## config.mk

```make
export PLATFORM = sky130hd
export DESIGN_NAME = fft_r22sdf_ctrl
export DESIGN_NICKNAME = d
export VERILOG_FILES = /design/src/rtl/fft_r22sdf_pkg.sv /design/src/rtl/fft_r22sdf_tag_delay.sv /design/src/rtl/shift_reg.sv /design/src/rtl/fft_r22sdf_ctrl.sv
export SDC_FILE = /design/constraint.sdc
export NUM_CORES = 1
export LEC_CHECK = 0
export CAP_MARGIN = 10
export CELL_PAD_IN_SITES_DETAIL_PLACEMENT = 1
export CELL_PAD_IN_SITES_GLOBAL_PLACEMENT = 2
export CORE_ASPECT_RATIO = 2
export CORE_UTILIZATION = 37
export CTS_CLUSTER_DIAMETER = 60
export DETAILED_ROUTE_END_ITERATION = 8
export PLACE_DENSITY = 0.84
export SLEW_MARGIN = 20
export SYNTH_ARGS = -nofsm -noshare
export SYNTH_HDL_FRONTEND = slang
export SYNTH_HIERARCHICAL = 1
export SYNTH_SLANG_ARGS = --single-unit
```

## constraint.sdc

```tcl
create_clock -name clk_i -period 2.3 [get_ports clk_i]
set_clock_uncertainty 0.2 [all_clocks]
set_input_delay 0.46 -clock clk_i [delete_from_list [all_inputs] [get_ports clk_i]]
set_output_delay 0.46 -clock clk_i [all_outputs]
set_load 0.05 [all_outputs]
```

## src/rtl/fft_r22sdf_pkg.sv

```systemverilog
// fft_r22sdf_pkg: shared definitions for the R2^2SDF front-end sequencer
//   state_t     : sequencer states (IDLE, RUN, FLUSH)
//   clog2       : ceil(log2(v)) for sizing counters at elaboration
//   bit_reverse : reverses the low w bits of v (natural-order bin index)
package fft_r22sdf_pkg;

   typedef enum logic [1:0] {ST_IDLE, ST_RUN, ST_FLUSH} state_t;

   function automatic int clog2(input int v);
      int r;
      r = 0;
      while ((1 << r) < v) r++;
      return r;
   endfunction

   function automatic logic [31:0] bit_reverse(input logic [31:0] v, input int w);
      logic [31:0] r;
      r = '0;
      for (int i = 0; i < w; i++) r[i] = v[w-1-i];
      return r;
   endfunction

endpackage

```

## src/rtl/fft_r22sdf_tag_delay.sv

```systemverilog
// fft_r22sdf_tag_delay: delays the real/filler sample tag by the pipeline latency
//   clk_i       : clock
//   rst_n       : synchronous active-low reset, discards every tag in the line
//   tag_i       : tag aligned to the pipeline input sample
//   tag_o       : tag aligned to the pipeline output (tag_i delayed PIPE_LAT)
//   in_flight_o : number of real tags currently held in the line
module fft_r22sdf_tag_delay
   import fft_r22sdf_pkg::*;
#(
   parameter int PIPE_LAT = 1033,
   parameter int IFW      = clog2(PIPE_LAT + 1)
) (
   input  logic           clk_i,
   input  logic           rst_n,
   input  logic           tag_i,
   output logic           tag_o,
   output logic [IFW-1:0] in_flight_o
);

   shift_reg #(.WIDTH(1), .DEPTH(PIPE_LAT)) u_line (
      .clk_i (clk_i),
      .rst_n (rst_n),
      .d_i   (tag_i),
      .q_o   (tag_o)
   );

   // Counts set bits of the line: tag_i enters and tag_o leaves on the same edge.
   always_ff @(posedge clk_i) begin
      if (!rst_n) in_flight_o <= '0;
      else        in_flight_o <= in_flight_o + IFW'(tag_i) - IFW'(tag_o);
   end

endmodule

```

## src/rtl/shift_reg.sv

```systemverilog
// shift_reg: generic DEPTH-stage register line with synchronous active-low clear
//   clk_i : clock
//   rst_n : synchronous active-low reset, clears every stage
//   d_i   : value shifted into stage 0 each cycle
//   q_o   : value leaving the last stage (d_i delayed DEPTH cycles)
module shift_reg #(
   parameter int WIDTH = 1,
   parameter int DEPTH = 1
) (
   input  logic             clk_i,
   input  logic             rst_n,
   input  logic [WIDTH-1:0] d_i,
   output logic [WIDTH-1:0] q_o
);

   logic [WIDTH-1:0] sr [DEPTH];

   always_ff @(posedge clk_i) begin
      if (!rst_n) begin
         for (int i = 0; i < DEPTH; i++) sr[i] <= '0;
      end else begin
         sr[0] <= d_i;
         for (int i = 1; i < DEPTH; i++) sr[i] <= sr[i-1];
      end
   end

   assign q_o = sr[DEPTH-1];

endmodule

```

## src/rtl/fft_r22sdf_ctrl.sv

```systemverilog
// fft_r22sdf_ctrl: front-end sequencer feeding the single-path R2^2SDF FFT pipeline
//   clk_i, rst_n           : clock, synchronous active-low reset
//   s_valid_i/s_ready_o    : input sample handshake
//   s_re_i, s_im_i         : signed input sample
//   pipe_cnt_o             : free-running sample counter to the first stage
//   pipe_re_o, pipe_im_o   : sample (or zero fill) to the first stage
//   m_valid_o              : pipeline output holds a real bin
//   m_idx_o                : natural-order bin index of the current output
//   m_last_o               : final bin of a frame
//   busy_o                 : sequencer not idle
//   err_o                  : sticky, input dropped mid-frame
module fft_r22sdf_ctrl
   import fft_r22sdf_pkg::*;
#(
   parameter int DATA_WIDTH = 25,
   parameter int FFT_N      = 1024,
   parameter int FFT_NLOG2  = 10,
   parameter int PIPE_LAT   = 1033
) (
   input  logic                        clk_i,
   input  logic                        rst_n,
   input  logic                        s_valid_i,
   output logic                        s_ready_o,
   input  logic signed [DATA_WIDTH-1:0] s_re_i,
   input  logic signed [DATA_WIDTH-1:0] s_im_i,
   output logic [FFT_NLOG2-1:0]        pipe_cnt_o,
   output logic signed [DATA_WIDTH-1:0] pipe_re_o,
   output logic signed [DATA_WIDTH-1:0] pipe_im_o,
   output logic                        m_valid_o,
   output logic [FFT_NLOG2-1:0]        m_idx_o,
   output logic                        m_last_o,
   output logic                        busy_o,
   output logic                        err_o
);

   localparam int                   IFW     = clog2(PIPE_LAT + 1);
   localparam logic [FFT_NLOG2-1:0] CNT_MAX = FFT_NLOG2'(FFT_N - 1);

   state_t               state, state_nxt;
   logic                 started, pipe_tag;
   logic                 nxt_zero, accept, tag_nxt, err_set;
   logic [FFT_NLOG2-1:0] cnt_nxt, out_cnt;
   logic [IFW-1:0]       in_flight;

   // Counter holds at 0 until the first accept, then never pauses.
   assign cnt_nxt  = !started ? '0 : (pipe_cnt_o == CNT_MAX) ? '0 : pipe_cnt_o + FFT_NLOG2'(1);
   assign nxt_zero = (cnt_nxt == '0);

   always_ff @(posedge clk_i) begin
      if (!rst_n) state <= ST_IDLE;
      else        state <= state_nxt;
   end

   always_comb begin
      state_nxt = state;
      case (state)
         ST_IDLE:  if (accept) state_nxt = ST_RUN;
         ST_RUN:   if (!s_valid_i && nxt_zero) state_nxt = ST_FLUSH;
         ST_FLUSH: if (in_flight == '0) state_nxt = ST_IDLE;
         default:  state_nxt = ST_IDLE;
      endcase
   end

   // A gap inside a frame still issues a real (zero) sample so the frame
   // stays whole; a gap at a frame boundary issues filler and ends the run.
   always_comb begin
      s_ready_o = (state == ST_RUN) | ((state == ST_IDLE) & nxt_zero);
      accept    = s_valid_i & s_ready_o;
      tag_nxt   = accept | ((state == ST_RUN) & !nxt_zero);
      err_set   = (state == ST_RUN) & !s_valid_i & !nxt_zero;
   end

   always_ff @(posedge clk_i) begin
      if (!rst_n) begin
         started    <= 1'b0;
         pipe_cnt_o <= '0;
         pipe_re_o  <= '0;
         pipe_im_o  <= '0;
         pipe_tag   <= 1'b0;
         err_o      <= 1'b0;
         out_cnt    <= '0;
      end else begin
         started    <= started | accept;
         pipe_cnt_o <= cnt_nxt;
         pipe_re_o  <= accept ? s_re_i : '0;
         pipe_im_o  <= accept ? s_im_i : '0;
         pipe_tag   <= tag_nxt;
         err_o      <= err_o | err_set;
         out_cnt    <= !m_valid_o ? out_cnt : (out_cnt == CNT_MAX) ? '0 : out_cnt + FFT_NLOG2'(1);
      end
   end

   fft_r22sdf_tag_delay #(.PIPE_LAT(PIPE_LAT), .IFW(IFW)) u_tag (
      .clk_i       (clk_i),
      .rst_n       (rst_n),
      .tag_i       (pipe_tag),
      .tag_o       (m_valid_o),
      .in_flight_o (in_flight)
   );

   assign m_idx_o  = FFT_NLOG2'(bit_reverse(32'(out_cnt), FFT_NLOG2));
   assign m_last_o = m_valid_o & (out_cnt == CNT_MAX);
   assign busy_o   = (state != ST_IDLE);

endmodule

```

==> results.ini <==
[routing]
avgViaCountPerCell = 4.210
initialDrtViolationCount = 563
drtPass1Iterations = 4
drc = 0
finalWirelength_mm = 50.00
ant_nets = 0
wire_per_inst_um = 12.98
vias = 16220

[floorplan]
fp.dieW_um = 207.7
rows = 150
initial_core_util_pct = 37.41
fp.dieArea_um2 = 85880
core-area_um2 = 83710
ios = 128
die_h_um = 413.4

[cts]
cts.clk_slew.worst_paths_ns = 0.07
clock_path_buffers = 3
cts_htree_levels = 3
insertion_delay_ns = 0.67
cts_tree = done
cts_buffers = 92
cts_sinks = 1119
root_buffer = clkbuf_16

[synth]
synth-edff-count = 0
postSynthNetCount = 2640
yosys_warnings = 6
yosysUniqueCellTypes = 48
avgSynthCellArea_um2 = 12.17
syn_inst = 2573
yosys_register_bits = 1119
syn_area_um2 = 31320
postSynth.asyncResetShare_pct = 0
seq_area_frac_synth_pct = 71.53
synth_ff_type = dfxtp_1

[sta]
worstMarginPinSlew_ns = 0.7599
fmax_ghz = 0.3388
drv_slew = 0
fin_ws_ns = -0.6519
rsz0062_at_grt = true
setup_viol = 31
slew_headroom_pct = 49.34
finalCritPeriodShare_pct = 128.3
min_period_ns = 2.952
hold_violations = 0
finalSetupTns_ns = -1.355

[flow_run]
drv_cap = 0

[power]
power_density_nw_per_um2 = 1037
p_clk_share_pct = 44.7
ir_drop_v = 0.0006152
swShare_pct = 21.32
share_comb_of_total_power_pct = 4.4
power.switching_w = 0.008192
leakagePower_nw = 15.45
power_frac_seq_pct = 50.9
intPower_w = 0.03024

[worst_setup_path]
slowest_stage = dfxtp_4
max_stage_delay_ns = 0.37
worstSetupEndpointType = output port
reg2reg_depth = 11
rrSetupSlack_ns = -0.09
rr_endpoint = u_tag/in_flight_o[10]
crit_type = flop to output port
arrival_ns = 2.29
required_ns = 1.64
timing.critical_path.fanout_max = 4
crit_chain = nand4_1 -> buf_4 -> nor4b_4 -> nor4b_2 -> a21oi_2 -> a21oi_4 -> nor2_4 -> buf_8
start_kind = flop
r2r_start = u_tag/in_flight_o[0]

[finish]
layout.nets = 2777
postLayoutCellArea_um2 = 37050
layout-drive-gt1-share_pct = 10.22
mostFrequentLayoutCells = dfxtp_1 (1,098), and2_1 (1,044), clkbuf_16 (94)
mostFrequentLayoutCell = dfxtp_1
areaGrowthSynthToFinish_pct = 18.31
antenna_cells = 0

[global_route]
overflow = 0
grt_pass1_vias = 17510
antenna_found_initial = 0
grt_max_degree = 240
grt_first_pass_wirelength_mm = 85.85
grt_use_total_pct = 12.08

[placement]
io_buffers = 127
place.gp.congestion = 0.7991
dp_hpwl_mm = 27.75
dpl_cell_area_um2 = 33390

[worst_hold_path]
min-delay-start = s_re_i[11]
hold_path_depth = 3
min_to = pipe_re_o[11]
hold_path_class = input port to flop

[run_status]
status = finished, violations left
failed_checks = setup timing

==> per-layer routing <==
layer  part of all wire [%]  global-route usage, %  vias to the layer above
met5                      0                      0                        -
met1                     42                  13.43                     7736
met2                     49                  20.71                      271
met3                    5.5                  3.646                      127
met4                    4.2                  6.437                        0
li1                       -                      -                     8083
==> worst max-delay path, delay by kind of cell, from the launching register on <==
kind / cells / cell delay (ns)
flops: 1 / 0.37
simple gates: 4 / 0.60
compound gates: 2 / 0.31
buf+inv: 2 / 0.34
==> flip-flops by register name (all words and copies together), names as in the netlist <==
name,flops
pipe_im_o,25
u_tag/u_line/sr,1033
out_cnt,10
pipe_tag,1
pipe_re_o,25
err_o,1
u_tag/in_flight_o,11
started,1
state,2
pipe_cnt_o,10
==> final cells by class <==
| cell class | instances | area, um^2 |
|---|---|---|
| inverter | 15 | 58.81 |
| clock inverter | 39 | 676.9 |
| sequential | 1119 | 22460 |
| timing repair buffer | 172 | 1598 |
| clock buffer | 133 | 2749 |
| fill | 8757 | 46650 |
| tap | 1064 | 1331 |
| multi-input combinational | 1310 | 8180 |
==> cells by family (layout without fill, tap and decap cells) <==
kind of cell / Yosys count / in the layout / synth area share [%]
simple gates: 1236 / 1236 / 23.56
mux: 3 / 3 / 0.09589
compound gates: 35 / 35 / 0.8071
buf+inv: 144 / 359 / 2.809
xor+xnor: 22 / 22 / 0.6153
fa+ha+maj: 14 / 14 / 0.5833
flops: 1119 / 1119 / 71.53
==> timing repair <==
action,CTS,global route
cloned,0,0
resized for setup,88,7
hold endpoints to repair,7,0
setup buffers,16,7
hold buffers,1,0
pin swaps,12,5
endpoints found under the setup margin,106,58
==> synth_stat cells (all sizes together), types with 7 or more instances <==
cell    number  area (um^2)
dfxtp     1119        22400
and2      1046         6544
nor2        78        295.3
clkbuf      76        360.4
nand2       68        255.2
buf         53        462.9
inv         15        56.30
xnor2       15        131.4
ha          13        162.7
o21ai       12        60.06
nand3       10        50.05
a21oi        8        58.81
xor2         7        61.31
==> worst max path at each step <==
stage / slack [ns] / startpoint / end
final: -0.65 / pipe_cnt_o[1] / s_ready_o
after global routing: -0.80 / pipe_cnt_o[4] / s_ready_o
after CTS: -0.72 / pipe_cnt_o[0] / s_ready_o
after detailed placement: -0.21 / u_tag/in_flight_o[0] / u_tag/in_flight_o[10]
after global placement: -0.18 / u_tag/in_flight_o[0] / u_tag/in_flight_o[10]
after floorplan: -0.21 / pipe_cnt_o[0] / s_ready_o
==> per-stage QoR <==
| stage | setup slack [ns] | power, W | hold WS, ns | std cells | utilization [%] |
|---|---|---|---|---|---|
| finish | -0.6519 | 0.03843 | 0.1092 | 3852 | 44.26 |
| global placement | -0.1833 | 0.02156 | 0.2153 | 3656 | 39.89 |
| CTS | -0.7237 | 0.03909 | 0.03078 | 3845 | 44.19 |
| global route | -0.7960 | 0.03998 | 0.07520 | 3852 | 44.26 |
| detailed placement | -0.2140 | 0.02170 | 0.2200 | 3656 | 39.89 |
| floorplan | -0.2123 | 0.02125 | 0.2057 | 2573 | - |
==> power by group through the flow <==
| stage | logic (W) | registers [W] | clock network [W] |
|---|---|---|---|
| finish | 0.00170 | 0.0196 | 0.0172 |
| global route | 0.00188 | 0.0196 | 0.0185 |
| CTS | 0.00171 | 0.0196 | 0.0178 |
| detailed placement | 0.00169 | 0.0200 | 0 |
| global placement | 0.00155 | 0.0200 | 0 |
| floorplan | 0.00113 | 0.0201 | 0 |
Note: power is estimated with default switching activity, not from simulation.
